## src/rtl/spi_pkg.sv

```systemverilog
// Shared definitions for the SPI master controller and its slave-side bench models.
package spi_pkg;

    typedef enum logic [2:0] {IDLE, SETUP, XFER, HOLD, DONE} state_t;

    // Mode encoding is {cpol, cpha}
    localparam logic [1:0] MODE0 = 2'b00;
    localparam logic [1:0] MODE1 = 2'b01;
    localparam logic [1:0] MODE2 = 2'b10;
    localparam logic [1:0] MODE3 = 2'b11;

    function automatic int max2(input int a, input int b);
        return (a > b) ? a : b;
    endfunction

endpackage

```

## src/rtl/spi_master_ctrl_if.sv

```systemverilog
// Host-side request/response signals plus the four SPI pins of one master.
interface spi_master_ctrl_if #(parameter int DATA_W = 8);

    logic              start;
    logic              cpol;
    logic              cpha;
    logic [DATA_W-1:0] tx_data;
    logic [DATA_W-1:0] rx_data;
    logic              busy;
    logic              done;
    logic              cs;
    logic              sclk;
    logic              mosi;
    logic              miso;

    modport master (
        input  start, cpol, cpha, tx_data, miso,
        output rx_data, busy, done, cs, sclk, mosi
    );

    modport slave (
        output start, cpol, cpha, tx_data, miso,
        input  rx_data, busy, done, cs, sclk, mosi
    );

endinterface

```

## src/rtl/spi_clk_gen.sv

```systemverilog
// SPI clock divider: toggles sclk every CLK_DIV cycles for exactly 2*DATA_W edges
// and flags each edge (leading/trailing/last) with a strobe that lines up with the new sclk level.
module spi_clk_gen #(
    parameter int DATA_W  = 8,
    parameter int CLK_DIV = 4
) (
    input  logic clk,
    input  logic rst_n,
    input  logic en,
    input  logic idle_level,
    output logic sclk,
    output logic lead_stb,
    output logic trail_stb,
    output logic last_edge
);

    localparam int DIV_W  = (CLK_DIV > 1) ? $clog2(CLK_DIV) : 1;
    localparam int EDGE_W = $clog2(2 * DATA_W + 1);
    localparam logic [DIV_W-1:0]  DIV_MAX   = DIV_W'(CLK_DIV - 1);
    localparam logic [EDGE_W-1:0] EDGE_LAST = EDGE_W'(2 * DATA_W - 1);

    logic [DIV_W-1:0]  div_cnt;
    logic [EDGE_W-1:0] edge_cnt;

    // NOTE: all state uses non-blocking assignments so every register samples pre-edge values.
    always_ff @(posedge clk) begin
        if (!rst_n) begin
            div_cnt   <= '0;
            edge_cnt  <= '0;
            sclk      <= 1'b0;
            lead_stb  <= 1'b0;
            trail_stb <= 1'b0;
            last_edge <= 1'b0;
        end else begin
            lead_stb  <= 1'b0;
            trail_stb <= 1'b0;
            last_edge <= 1'b0;
            if (!en) begin
                div_cnt  <= '0;
                edge_cnt <= '0;
                sclk     <= idle_level;
            end else if (div_cnt == DIV_MAX) begin
                div_cnt <= '0;
                // Edge count saturates so a lingering enable never adds a stray edge
                if (edge_cnt <= EDGE_LAST) begin
                    sclk      <= ~sclk;
                    edge_cnt  <= edge_cnt + 1'b1;
                    lead_stb  <= ~edge_cnt[0];
                    trail_stb <= edge_cnt[0];
                    last_edge <= (edge_cnt == EDGE_LAST);
                end
            end else begin
                div_cnt <= div_cnt + 1'b1;
            end
        end
    end

endmodule

```

## src/rtl/spi_master_ctrl.sv

```systemverilog
// SPI master: accepts one start/tx_data request, runs a full-duplex DATA_W-bit frame
// in any cpol/cpha mode and returns rx_data with a one-cycle done pulse.
module spi_master_ctrl
    import spi_pkg::*;
#(
    parameter int DATA_W   = 8,
    parameter int CLK_DIV  = 4,
    parameter int CS_SETUP = 2,
    parameter int CS_HOLD  = 2
) (
    input  logic              clk,
    input  logic              rst_n,
    spi_master_ctrl_if.master bus
);

    localparam int CNT_W = $clog2(max2(CS_SETUP, CS_HOLD) + 1);
    localparam logic [CNT_W-1:0] SETUP_LAST = CNT_W'(CS_SETUP - 1);
    localparam logic [CNT_W-1:0] HOLD_LAST  = CNT_W'(CS_HOLD - 1);

    state_t            state;
    logic [CNT_W-1:0]  cnt;
    logic              cpol_l;
    logic              cpha_l;
    logic [DATA_W-1:0] tx_sh;
    logic [DATA_W-1:0] rx_sh;
    logic              lead_stb;
    logic              trail_stb;
    logic              last_edge;
    logic              sample_stb;
    logic              shift_stb;

    assign sample_stb = cpha_l ? trail_stb : lead_stb;
    assign shift_stb  = cpha_l ? lead_stb  : (trail_stb & ~last_edge);

    spi_clk_gen #(.DATA_W(DATA_W), .CLK_DIV(CLK_DIV)) u_clk_gen (
        .clk        (clk),
        .rst_n      (rst_n),
        .en         (state == XFER),
        .idle_level ((state == IDLE) ? bus.cpol : cpol_l),
        .sclk       (bus.sclk),
        .lead_stb   (lead_stb),
        .trail_stb  (trail_stb),
        .last_edge  (last_edge)
    );

    always_ff @(posedge clk) begin
        if (!rst_n) begin
            state       <= IDLE;
            cnt         <= '0;
            cpol_l      <= 1'b0;
            cpha_l      <= 1'b0;
            tx_sh       <= '0;
            rx_sh       <= '0;
            bus.rx_data <= '0;
            bus.busy    <= 1'b0;
            bus.done    <= 1'b0;
            bus.cs      <= 1'b1;
            bus.mosi    <= 1'b0;
        end else begin
            bus.done <= 1'b0;
            if (sample_stb) rx_sh <= {rx_sh[DATA_W-2:0], bus.miso};
            // tx_sh[MSB] always holds the next bit to put on mosi
            if (shift_stb) begin
                bus.mosi <= tx_sh[DATA_W-1];
                tx_sh    <= tx_sh << 1;
            end
            case (state)
                IDLE: begin
                    bus.cs <= 1'b1;
                    if (bus.start) begin
                        cpol_l   <= bus.cpol;
                        cpha_l   <= bus.cpha;
                        tx_sh    <= bus.cpha ? bus.tx_data : (bus.tx_data << 1);
                        bus.mosi <= bus.tx_data[DATA_W-1];
                        bus.cs   <= 1'b0;
                        bus.busy <= 1'b1;
                        cnt      <= '0;
                        state    <= SETUP;
                    end
                end
                SETUP: begin
                    if (cnt == SETUP_LAST) begin
                        cnt   <= '0;
                        state <= XFER;
                    end else begin
                        cnt <= cnt + 1'b1;
                    end
                end
                XFER: begin
                    if (last_edge) begin
                        cnt   <= '0;
                        state <= HOLD;
                    end
                end
                HOLD: begin
                    if (cnt == HOLD_LAST) begin
                        cnt         <= '0;
                        bus.cs      <= 1'b1;
                        bus.rx_data <= rx_sh;
                        bus.done    <= 1'b1;
                        state       <= DONE;
                    end else begin
                        cnt <= cnt + 1'b1;
                    end
                end
                DONE: begin
                    bus.busy <= 1'b0;
                    state    <= IDLE;
                end
                default: state <= IDLE;
            endcase
        end
    end

endmodule

```

## src/flat_wrapper.sv

```systemverilog
// flat-port wrapper written by rule: the top's interface ports become plain ports
module spi_master_ctrl_flat import spi_pkg::*;
#(
    parameter int DATA_W   = 8,
    parameter int CLK_DIV  = 4,
    parameter int CS_SETUP = 2,
    parameter int CS_HOLD  = 2
)
  (clk, rst_n, bus_start, bus_cpol, bus_cpha, bus_tx_data, bus_miso, bus_rx_data, bus_busy, bus_done, bus_cs, bus_sclk, bus_mosi);
  spi_master_ctrl_if #(.DATA_W(DATA_W)) bus_i ();
  input  logic clk;
  input  logic rst_n;
  input wire logic [$bits(bus_i.start)-1:0] bus_start;
  input wire logic [$bits(bus_i.cpol)-1:0] bus_cpol;
  input wire logic [$bits(bus_i.cpha)-1:0] bus_cpha;
  input wire logic [$bits(bus_i.tx_data)-1:0] bus_tx_data;
  input wire logic [$bits(bus_i.miso)-1:0] bus_miso;
  output wire logic [$bits(bus_i.rx_data)-1:0] bus_rx_data;
  output wire logic [$bits(bus_i.busy)-1:0] bus_busy;
  output wire logic [$bits(bus_i.done)-1:0] bus_done;
  output wire logic [$bits(bus_i.cs)-1:0] bus_cs;
  output wire logic [$bits(bus_i.sclk)-1:0] bus_sclk;
  output wire logic [$bits(bus_i.mosi)-1:0] bus_mosi;
  assign bus_i.start = bus_start;
  assign bus_i.cpol = bus_cpol;
  assign bus_i.cpha = bus_cpha;
  assign bus_i.tx_data = bus_tx_data;
  assign bus_i.miso = bus_miso;
  assign bus_rx_data = bus_i.rx_data;
  assign bus_busy = bus_i.busy;
  assign bus_done = bus_i.done;
  assign bus_cs = bus_i.cs;
  assign bus_sclk = bus_i.sclk;
  assign bus_mosi = bus_i.mosi;
  spi_master_ctrl #(.DATA_W(DATA_W), .CLK_DIV(CLK_DIV), .CS_SETUP(CS_SETUP), .CS_HOLD(CS_HOLD)) u_core (.clk(clk), .rst_n(rst_n), .bus(bus_i));
endmodule
```

## config.mk

```make
export PLATFORM = sky130hd
export DESIGN_NAME = spi_master_ctrl_flat
export DESIGN_NICKNAME = d
export VERILOG_FILES = /design/src/rtl/spi_pkg.sv /design/src/rtl/spi_master_ctrl_if.sv /design/src/rtl/spi_clk_gen.sv /design/src/rtl/spi_master_ctrl.sv /design/src/flat_wrapper.sv
export SDC_FILE = /design/constraint.sdc
export NUM_CORES = 1
export LEC_CHECK = 0
export CAP_MARGIN = 20
export CORE_ASPECT_RATIO = 1.1
export CORE_MARGIN = 1.5
export CORE_UTILIZATION = 50
export CTS_CLUSTER_SIZE = 24
export DETAILED_ROUTE_END_ITERATION = 7
export HOLD_SLACK_MARGIN = 0.05
export PLACE_DENSITY = 0.73
export SKIP_LAST_GASP = 1
export SYNTH_ARGS = -nofsm -noshare
export SYNTH_HDL_FRONTEND = slang
export SYNTH_HIERARCHICAL = 1
export SYNTH_SLANG_ARGS = --single-unit
```

## constraint.sdc

```tcl
create_clock -name clk -period 4.4 [get_ports clk]
set_input_delay 0.66 -clock clk [delete_from_list [all_inputs] [get_ports clk]]
set_output_delay 0.66 -clock clk [all_outputs]
set_load 0.01 [all_outputs]
```

---- Word level (Yosys, flattened, before mapping) ----
Cells that the tools add are included.
storage, ports and cells
  memories kept ........................... 0
  latch bits .............................. 0
  bits in read-only memories .............. 0
  input bits .............................. 14
  bits in registers ....................... 46
  output and inout bits ................... 13
  word-level logic and storage cells ...... 85
  bits in writable memories ............... 0
cells by class
  muxes and demuxes ....................... 28
  shift operators ......................... 0
  $mul .................................... 0
  divide/modulo/power cells ............... 0
  magnitude comparators ................... 1
  equal/unequal tests ..................... 13
  reduce and logical (&&, ||, !) cells .... 17
  bitwise logic cells ..................... 6
  add/sub/neg operators ................... 3
operator list
  cell                                                                     number
  8-bit two-way mux                                                        4
  2-bit AND reduction                                                      8
  1-bit two-way mux                                                        13
  3-bit two-way mux                                                        4
  3-bit case mux with 4 select lines                                       1
  2-bit by 1-bit inequality test with 1-bit output, second input constant  5
  4-bit AND reduction                                                      2
  3-bit by 2-bit == test with 1-bit output, second input constant          2
  2-bit two-way mux                                                        3
  2-bit case mux with 3 select lines                                       1
  5-bit by 1-bit adder with 5-bit output, second input constant            1
  5-bit by 4-bit == test with 1-bit output, second input constant          1
  5-bit by 4-bit <= comparator with 1-bit output, second input constant    1
  1-bit NOT                                                                5
  2-bit by 1-bit adder with 2-bit output, second input constant            2
  1-bit case mux with 2 select lines                                       2
  2-bit nonzero test                                                       2
  3-bit by 1-bit == test with 1-bit output, second input constant          1
  3-bit == test, second input constant                                     1
  3-bit zero test                                                          1
  3-bit AND reduction                                                      1
  3-bit nonzero test                                                       1
  3-bit OR reduction                                                       1
  2-bit by 1-bit == test with 1-bit output, second input constant          1
  4 further kinds                                                          4

---- Longest topological paths before layout ----
Gate-level depths: netlist of run 1.
  depth in word-level cells ............... 6
  mapped depth ............................ 7
  gate-level depth less buffers ........... 6

---- By module ----
The synthesis of run 1 kept the hierarchy.
by module, submodules not included
  module           seq. area each (um^2)  times used  cells each  area an instance (um^2)
  spi_master_ctrl  700.7                  1           173         1596.5
  spi_clk_gen      220.2                  1           51          528.0

---- Worst setup path before layout of run 1 ----
Ideal clock, no wire load.
  kind .................................... register to register
  start ................................... register u_core.u_clk_gen.edge_cnt[0]
  end ..................................... register u_core.u_clk_gen.edge_cnt[2]
  path buffers ............................ 0
  cell stages (with the launch flop) ...... 7
  required time ........................... 4267 ps
  arrival time ............................ 1591 ps
  clock period less this slack ............ 1724 ps
  slack ................................... 2676 ps
  cell sequence ........................... dfxtp_1 ha_1 and3_1 ha_1 or2b_2 a31oi_1 a311oi_2
between the ends
  longest elaborated chain between the ends .. 2
  elaborated cells between the ends (all ways) .. 3
  classes of those cells .................. 1 x add/sub; 1 x order compare; 1 x reduce/logical
ends and longest elaborated chain
  item                                            line               text
  start: declaration                              spi_clk_gen.sv:23  logic [EDGE_W-1:0] edge_cnt;
  start signal: assignment                        spi_clk_gen.sv:47  edge_cnt <= edge_cnt + 1'b1;
  5-bit by 4-bit <= comparator with 1-bit output  spi_clk_gen.sv:45  if (edge_cnt <= EDGE_LAST) begin
  2-bit AND reduction (no source line)            -
Several ways; a longest one is shown, not always the timed one.
A chain may end at the register's enable or synchronous reset.

==> results of run 1 <==
[synth_stat cells (all sizes together) (2+ instances only)]
master / instances
o21ai: 23
a31oi: 12
nand4: 3
nor2: 11
buf: 11
and3b: 2
and4: 3
a21oi: 16
nor3: 5
nor2b: 2
nor3b: 2
or2b: 2
a211oi: 3
and3: 3
mux2: 3
a221oi: 5
clkbuf: 5
mux2i: 15
inv: 5
nand2: 11
nand2b: 4
a311oi: 2
nand3: 14
dfxtp: 46
ha: 3
[sequential cells by signal, indices dropped and copies added, names as in the netlist]
register / cells
u_core/bus.done: 1
u_core/u_clk_gen/last_edge: 1
u_core/u_clk_gen/div_cnt: 2
u_core/bus.busy: 1
u_core/cpol_l: 1
u_core/u_clk_gen/edge_cnt: 5
u_core/bus.rx_data: 8
u_core/cnt: 2
u_core/u_clk_gen/sclk: 1
u_core/rx_sh: 8
u_core/u_clk_gen/lead_stb: 1
u_core/state: 3
u_core/u_clk_gen/trail_stb: 1
u_core/bus.mosi: 1
u_core/cpha_l: 1
u_core/tx_sh: 8
u_core/bus.cs: 1
[kinds of logic after synthesis]
| family | count (synthesis) | synth area share (%) |
|---|---|---|
| AND/OR/NAND/NOR | 70 | 20.0 |
| AO/OA/AOI/OAI | 65 | 19.4 |
| flip-flops | 46 | 43.3 |
| buffers and inverters | 21 | 5.83 |
| multiplexers | 18 | 9.25 |
| adder cells (fa/ha/maj) | 3 | 1.77 |
| XOR/XNOR | 1 | 0.412 |
[report_power, final]
part	switching, mW	internal (mW)
combinational	0.0359	0.0387
sequential	0.0127	0.430
clock	0.145	0.112
total	0.194	0.580
[area by class of cell]
cell class | count | area share, %
Tap cell | 52 | 2.67
Inverter | 5 | 0.771
Sequential cell | 46 | 37.8
Timing Repair Buffer | 26 | 10.7
Clock buffer | 5 | 2.83
Clock inverter | 3 | 0.874
Multi-Input combinational cell | 157 | 44.3
[per-layer routing]
| layer | GRT usage (%) | vias up | share of wire (%) | wire (µm) |
|---|---|---|---|---|
| li1 | - | 866 | - | - |
| met1 | 23.6 | 819 | 45 | 1940 |
| met2 | 32.9 | 51 | 47 | 2020 |
| met3 | 3.92 | 7 | 5.5 | 235 |
| met4 | 10.9 | 0 | 2.1 | 88 |
| met5 | 0 | - | 0 | 0 |
[metrics by stage]
stage / area, µm² / setup WS [ns] / utilization (%) / std cells
4_1_cts: 2430 / 2.10 / 60.5 / 294
5_1_grt: 2430 / 1.92 / 60.5 / 294
6_report: 2430 / 2.10 / 60.5 / 294
3_3_place_gp: 2340 / 1.82 / 58.3 / 286
2_1_floorplan: 2120 / 2.68 / - / 224
3_5_place_dp: 2340 / 1.76 / 58.3 / 286
[worst max path at each step]
stage	from	to	slack, ns
after floorplan	u_core/u_clk_gen/edge_cnt[0]	u_core/u_clk_gen/edge_cnt[2]	2.68
after global placement	rst_n	u_core/cnt[0]	1.82
after detailed placement	rst_n	u_core/cnt[0]	1.76
after CTS	rst_n	u_core/cnt[0]	2.10
after global routing	rst_n	u_core/cnt[0]	1.92
final	rst_n	u_core/cnt[0]	2.10
==> results.py, run 1 <==
metrics = {
    "finish": {
        "nets": 258,
        "area_delta_synth_final_pct": 14.6,
        "layout_common_cells": "dfxtp_1 (46), clkdlybuf4s50_1 (26), o21ai_0 (22)",
        "layout_commonest_cell": "dfxtp_1",
        "multi_input_area_um2": 1080,
        "regArea_um2": 921,
        "fillers": 386,
        "drive_above_1_share_pct": 9.92,
        "antenna_cells": 0,
    },
    "floorplan": {
        "pin_count": 27,
        "core_um2": 4020,
        "dieArea_um2": 4650,
        "initial_core_util_pct": 52.8,
        "die_h_um": 71.4,
        "rows": 24,
        "die_w_um": 65.2,
    },
    "clock_tree": {
        "cts_made_buffers": 5,
        "cts_root_buf": "clkbuf_8",
        "cts_tree": "built",
        "postCtsHoldBufs": 0,
        "post_cts_buffers": 0,
        "clk_pin_slew_worst_paths_ns": 0.09,
        "htreeDepth": 2,
        "clk_path_buf_depth": 2,
        "worstSkewPairLatency_ns": 0.30,
        "ctsResizeCount": 0,
        "clock_sinks": 46,
    },
    "worst_setup_path": {
        "cp_max_fo": 29,
        "rr_startpoint": "u_core/state[1]",
        "path_buf_inv": 2,
        "rr_worst_depth": 5,
        "slowest_stage": "clkdlybuf4s50_1",
        "start_kind": "input port",
        "slowest_delay_ns": 0.75,
        "end_kind": "flip-flop",
        "path_class": "in2reg",
        "critPathArrivalTime_ns": 2.54,
        "r2r_end": "u_core/u_clk_gen/edge_cnt[0]",
        "cp.depth": 4,
        "critPathRequiredTime_ns": 4.64,
        "crit_path_cell_trace": "clkdlybuf4s50_1 > inv_1 > or4_1 > o21ai_0",
        "rrSetupSlack_ns": 2.42,
        "path_delay_family": "buffers and inverters",
    },
    "logic_synthesis": {
        "synth_ff_type": "dfxtp_1",
        "synth_area_leaders": "dfxtp_1 (43%), mux2i_1 (6.6%), o21ai_0 (5.2%)",
        "syn-cell-area_um2": 2120,
        "netlist_instances": 224,
        "avgSynthCellArea_um2": 9.48,
        "ys_types": 50,
        "yosysTopAreaCellShare_pct": 43.3,
        "synth-async-reset-ratio_pct": 0,
        "synth_seq_cells": 46,
        "synth_edf_count": 0,
        "synth_warnings": 6,
        "synth_fp_nets": 241,
        "synth_top_cell_by_area": "dfxtp_1",
        "seq_area_frac_synth_pct": 43.3,
    },
    "sta": {
        "period_needed_ns": 2.30,
        "whs_ns": 0.438,
        "rsz0062_at_grt": "false",
        "fmax_mhz": 435,
        "setup_violations": 0,
        "hold_viol": 0,
        "finalSetupTns_ns": 0,
        "finalCritPeriodShare_pct": 52.2,
        "drv_slew": 0,
        "tightest_slew_ns": 0.855,
        "relSlewSlack_pct": 42.9,
        "skew_ns": 0.0120,
    },
    "placement": {
        "hpwl_mm": 2.94,
        "gp_congestion": 0.820,
        "io_buffers": 26,
    },
    "worst_hold_path": {
        "hp-class": "reg2reg",
        "worstHoldStart": "u_core/u_clk_gen/div_cnt[0]",
        "min_to": "u_core/u_clk_gen/div_cnt[0]",
        "min_path_cells": 1,
    },
    "run_status": {
        "status": "finished, final reports clean",
    },
    "detailed_routing": {
        "ant_nets": 0,
        "viasPerCell": 5.93,
        "first_pass_iters": 4,
        "drtIter0Drc": 141,
        "drc_errors": 0,
        "vias": 1743,
        "routed_wirelength_mm": 4.28,
        "wl_per_cell_um": 14.6,
    },
    "grt": {
        "grt_max_degree": 30,
        "grt_pass1_vias": 1599,
        "grt_antenna_before_repair": 0,
        "grt.overflow.total": 0,
        "grt_pass1_wl_mm": 7.07,
        "track_usage_pct": 19.6,
    },
    "pwr": {
        "cellLeakagePower_nw": 0.874,
        "power_uw": 774,
        "vdd_drop_max_v": 0.000170,
        "power_density_nw_per_um2": 318,
    },
    "flow_run": {
        "cap_violations": 0,
    },
}
No activity file was read; power rests on OpenSTA's default activity.
==> run 2, diff against run 1 <==
CORE_UTILIZATION = 49   (was 50)
PLACE_DENSITY = 0.75   (was 0.73)
clock period = 2.11 ns   (was 4.4 ns; I/O delays follow)
==> results.py, run 2 (synthesis results as in run 1) <==
metrics = {
    "sta": {
        "relSlewSlack_pct": 68.9,
        "tightest_slew_ns": 0.465,
        "hold_viol": 0,
        "finalCritPeriodShare_pct": 87.8,
        "period_needed_ns": 1.85,
        "rsz0062_at_grt": "false",
        "skew_ns": 0.00719,
        "drv_slew": 0,
        "fmax_mhz": 540,
        "whs_ns": 0.428,
        "setup_violations": 0,
        "finalSetupTns_ns": 0,
    },
    "worst_setup_path": {
        "critPathRequiredTime_ns": 2.29,
        "rr_startpoint": "u_core/u_clk_gen/edge_cnt[0]",
        "cp_max_fo": 7,
        "critPathArrivalTime_ns": 2.04,
        "start_kind": "flip-flop",
        "r2r_end": "u_core/u_clk_gen/edge_cnt[2]",
        "rrSetupSlack_ns": 0.26,
        "path_class": "reg2reg",
        "rr_worst_depth": 6,
        "end_kind": "flip-flop",
    },
    "floorplan": {
        "dieArea_um2": 4740,
        "die_h_um": 72.1,
        "rows": 24,
        "core_um2": 4050,
        "die_w_um": 65.8,
        "pin_count": 27,
        "initial_core_util_pct": 52.4,
    },
    "finish": {
        "layout_common_cells": "dfxtp_1 (46), clkdlybuf4s50_1 (26), o21ai_0 (22)",
        "layout_commonest_cell": "dfxtp_1",
        "reg.largest.list": "u_core/bus.rx_data: 8 flops, u_core/rx_sh: 8 flops, u_core/tx_sh: 8 flops",
        "nets": 264,
        "area_delta_synth_final_pct": 17.6,
        "antenna_cells": 0,
        "drive_above_1_share_pct": 12.1,
        "fillers": 351,
    },
    "worst_hold_path": {
        "min_to": "u_core/u_clk_gen/div_cnt[0]",
        "hp-class": "reg2reg",
        "min_path_cells": 1,
        "worstHoldStart": "u_core/u_clk_gen/div_cnt[0]",
    },
    "grt": {
        "grt_pass1_wl_mm": 7.00,
        "grt_antenna_before_repair": 0,
        "grt_max_degree": 28,
        "grt_pass1_vias": 1580,
        "track_usage_pct": 18.9,
        "grt.overflow.total": 0,
    },
    "pwr": {
        "cellLeakagePower_nw": 0.916,
        "power_density_nw_per_um2": 692,
        "vdd_drop_max_v": 0.000570,
    },
    "detailed_routing": {
        "wl_per_cell_um": 14.3,
        "routed_wirelength_mm": 4.29,
        "vias": 1755,
        "viasPerCell": 5.85,
        "drc_errors": 0,
        "drtIter0Drc": 131,
        "ant_nets": 0,
        "first_pass_iters": 4,
    },
    "clock_tree": {
        "htreeDepth": 2,
        "clock_sinks": 46,
        "clk_pin_slew_worst_paths_ns": 0.08,
        "cts_root_buf": "clkbuf_8",
        "clk_path_buf_depth": 2,
        "post_cts_buffers": 0,
        "worstSkewPairLatency_ns": 0.30,
        "cts_made_buffers": 5,
        "cts_tree": "built",
        "ctsResizeCount": 0,
        "postCtsHoldBufs": 0,
    },
    "placement": {
        "hpwl_mm": 2.98,
        "io_buffers": 26,
        "gp_congestion": 0.843,
    },
    "flow_run": {
        "cap_violations": 0,
    },
    "run_status": {
        "status": "finished, final reports clean",
    },
}
run 2: stage by stage:
step | std cells | setup WS [ns] | instance area, µm² | power, mW | utilization, %
floorplan | 224 | 0.386 | 2120 | 1.05 | -
global placement | 292 | 0.317 | 2390 | 1.10 | 59.0
detailed placement | 292 | 0.255 | 2390 | 1.11 | 59.0
CTS | 300 | 0.253 | 2500 | 1.74 | 61.6
global route | 300 | 0.168 | 2500 | 1.80 | 61.6
finish | 300 | 0.257 | 2500 | 1.73 | 61.6
run 2: critical path, cell delays in order (launching register included):
cell and delay (ns):
dfxtp_1 0.37, ha_1 0.27, and3_1 0.19, ha_1 0.25, or2b_2 0.36, a31oi_1 0.22
a311oi_2 0.07
run 2: worst max-delay path by stage:
stage                                            start                           end  cells past startpoint  slack [ns]
after floorplan           u_core/u_clk_gen/edge_cnt[0]  u_core/u_clk_gen/edge_cnt[2]                      6        0.39
after global placement    u_core/u_clk_gen/edge_cnt[0]  u_core/u_clk_gen/edge_cnt[2]                      6        0.32
after detailed placement  u_core/u_clk_gen/edge_cnt[0]  u_core/u_clk_gen/edge_cnt[2]                      6        0.26
after CTS                 u_core/u_clk_gen/edge_cnt[0]  u_core/u_clk_gen/edge_cnt[2]                      6        0.25
after global routing      u_core/u_clk_gen/edge_cnt[0]  u_core/u_clk_gen/edge_cnt[2]                      6        0.17
final                     u_core/u_clk_gen/edge_cnt[0]  u_core/u_clk_gen/edge_cnt[2]                      6        0.26
run 2: power breakdown:
part	internal (mW)	switching, mW
Combinational	0.0883	0.0759
Sequential	0.896	0.0274
Clock	0.349	0.294
run 2: layer usage:
layer,global-route usage (%),vias up,share of wire (%)
met3,4.34,8,5.4
met2,29.9,41,46
met4,8.33,0,1.5
met5,0,-,0
li1,-,873,-
met1,24.6,833,47
run 2: cell type report:
cell class / count / area (µm²) / share of cell area [%]
multi-input combinational: 157 / 1080 / 43.2
sequential: 46 / 921 / 36.9
timing repair buffer: 32 / 305 / 12.2
clock buffer: 5 / 68.8 / 2.75
tap: 52 / 65.1 / 2.60
clock inverter: 3 / 40.0 / 1.60
inverter: 5 / 18.8 / 0.751
==> run 3, diff against run 2 <==
CORE_UTILIZATION = 40   (was 49)
PLACE_DENSITY = default   (was 0.75)
==> results.py, run 3 (synthesis results as in run 1) <==
metrics = {
    "worst_hold_path": {
        "min_to": "u_core/u_clk_gen/div_cnt[0]",
        "worstHoldStart": "u_core/u_clk_gen/div_cnt[0]",
        "hp-class": "reg2reg",
        "min_path_cells": 1,
    },
    "detailed_routing": {
        "routed_wirelength_mm": 4.33,
        "wl_per_cell_um": 14.1,
        "first_pass_iters": 4,
        "drc_errors": 0,
        "drtIter0Drc": 78,
        "vias": 1732,
        "ant_nets": 0,
        "viasPerCell": 5.64,
    },
    "worst_setup_path": {
        "cp_max_fo": 7,
        "rrSetupSlack_ns": 0.26,
        "path_class": "reg2reg",
        "rr_worst_depth": 6,
        "start_kind": "flip-flop",
        "end_kind": "flip-flop",
        "critPathRequiredTime_ns": 2.29,
        "critPathArrivalTime_ns": 2.03,
        "r2r_end": "u_core/u_clk_gen/sclk",
        "rr_startpoint": "u_core/u_clk_gen/edge_cnt[0]",
    },
    "finish": {
        "multi_input_area_um2": 1080,
        "area_delta_synth_final_pct": 18.5,
        "final_cell_area_um2": 2520,
        "nets": 265,
        "fin_util_pct": 49.7,
        "drive_above_1_share_pct": 12.4,
        "regArea_um2": 921,
        "reg.largest.list": "u_core/bus.rx_data: 8 flops, u_core/rx_sh: 8 flops, u_core/tx_sh: 8 flops",
        "antenna_cells": 0,
        "stdcell_count": 307,
        "layout_commonest_cell": "dfxtp_1",
        "fillers": 493,
        "layout_common_cells": "dfxtp_1 (46), clkdlybuf4s50_1 (26), o21ai_0 (22)",
    },
    "clock_tree": {
        "clock_sinks": 46,
        "clk_path_buf_depth": 2,
        "cts_root_buf": "clkbuf_8",
        "post_cts_buffers": 0,
        "clk_pin_slew_worst_paths_ns": 0.09,
        "ctsResizeCount": 0,
        "cts_tree": "built",
        "cts_made_buffers": 5,
        "postCtsHoldBufs": 0,
        "htreeDepth": 2,
        "worstSkewPairLatency_ns": 0.30,
    },
    "placement": {
        "placed_cell_area_um2": 2400,
        "io_buffers": 26,
        "gp_congestion": 0.827,
        "hpwl_mm": 2.93,
        "dp.cells": 299,
    },
    "floorplan": {
        "rows": 27,
        "core_um2": 5070,
        "initial_core_util_pct": 41.9,
        "pin_count": 27,
        "die_w_um": 72.5,
        "dieArea_um2": 5760,
        "die_h_um": 79.4,
    },
    "sta": {
        "setup_violations": 0,
        "period_needed_ns": 1.85,
        "relSlewSlack_pct": 63.1,
        "drv_slew": 0,
        "fmax_mhz": 539,
        "finalCritPeriodShare_pct": 87.9,
        "finalSetupTns_ns": 0,
        "hold_viol": 0,
        "rsz0062_at_grt": "false",
        "skew_ns": 0.00536,
        "tightest_slew_ns": 0.553,
    },
    "grt": {
        "grt.overflow.total": 0,
        "grt_max_degree": 20,
        "grt_pass1_vias": 1644,
        "grt_pass1_wl_mm": 7.60,
        "grt_antenna_before_repair": 0,
        "track_usage_pct": 16.9,
    },
    "pwr": {
        "power_mw": 1.75,
        "cellLeakagePower_nw": 0.922,
        "power_density_nw_per_um2": 694,
        "vdd_drop_max_v": 0.000369,
    },
    "run_status": {
        "status": "finished, final reports clean",
    },
    "flow_run": {
        "cap_violations": 0,
    },
}
run 3: cell count changes in the layout (fill, tap and decap cells not counted), sizes merged:
cell and delta:
clkinv -1, inv +1, buf +1
run 3: worst max-delay path by stage:
stage,startpoint,end,cells after the start
final,u_core/u_clk_gen/edge_cnt[0],u_core/u_clk_gen/sclk,6
after global routing,u_core/u_clk_gen/edge_cnt[0],u_core/u_clk_gen/edge_cnt[2],6
after CTS,u_core/u_clk_gen/edge_cnt[0],u_core/u_clk_gen/edge_cnt[2],6
after detailed placement,u_core/u_clk_gen/edge_cnt[0],u_core/u_clk_gen/edge_cnt[2],6
after global placement,u_core/u_clk_gen/edge_cnt[0],u_core/u_clk_gen/edge_cnt[2],6
after floorplan,u_core/u_clk_gen/edge_cnt[0],u_core/u_clk_gen/edge_cnt[2],6
run 3: final cells by class:
type / instances / share of cell area (%)
multi-input cells: 157 / 42.9
flip-flops and latches: 46 / 36.6
repair buffers: 33 / 12.4
well taps: 58 / 2.88
clock buffers: 5 / 2.73
clock inverters: 3 / 1.74
inverters: 5 / 0.746
run 3: through the flow:
step | hold WS, ns | setup slack [ns]
2_1_floorplan | 0.393 | 0.386
3_3_place_gp | 0.415 | 0.299
3_5_place_dp | 0.416 | 0.276
4_1_cts | 0.432 | 0.263
5_1_grt | 0.461 | 0.162
6_report | 0.427 | 0.255
run 3: layer usage:
metal	vias up	track usage (%)	routed length, µm
met5	-	0	0
met4	0	8.68	93
met3	8	3.79	159
met2	39	24.8	1860
met1	804	22.9	2220
li1	881	-	-
run 3: power breakdown:
group | internal [mW] | total [mW] | switching, mW
combinational | 0.0894 | 0.166 | 0.0761
clock | 0.355 | 0.659 | 0.304
sequential | 0.896 | 0.921 | 0.0258
run 3: critical path, cell delays in order, from the launching register on:
cell       delay, ns
dfxtp_1         0.38
ha_1            0.27
and3_1          0.20
ha_1            0.25
or2b_2          0.36
o2111ai_1       0.12
o221ai_1        0.15
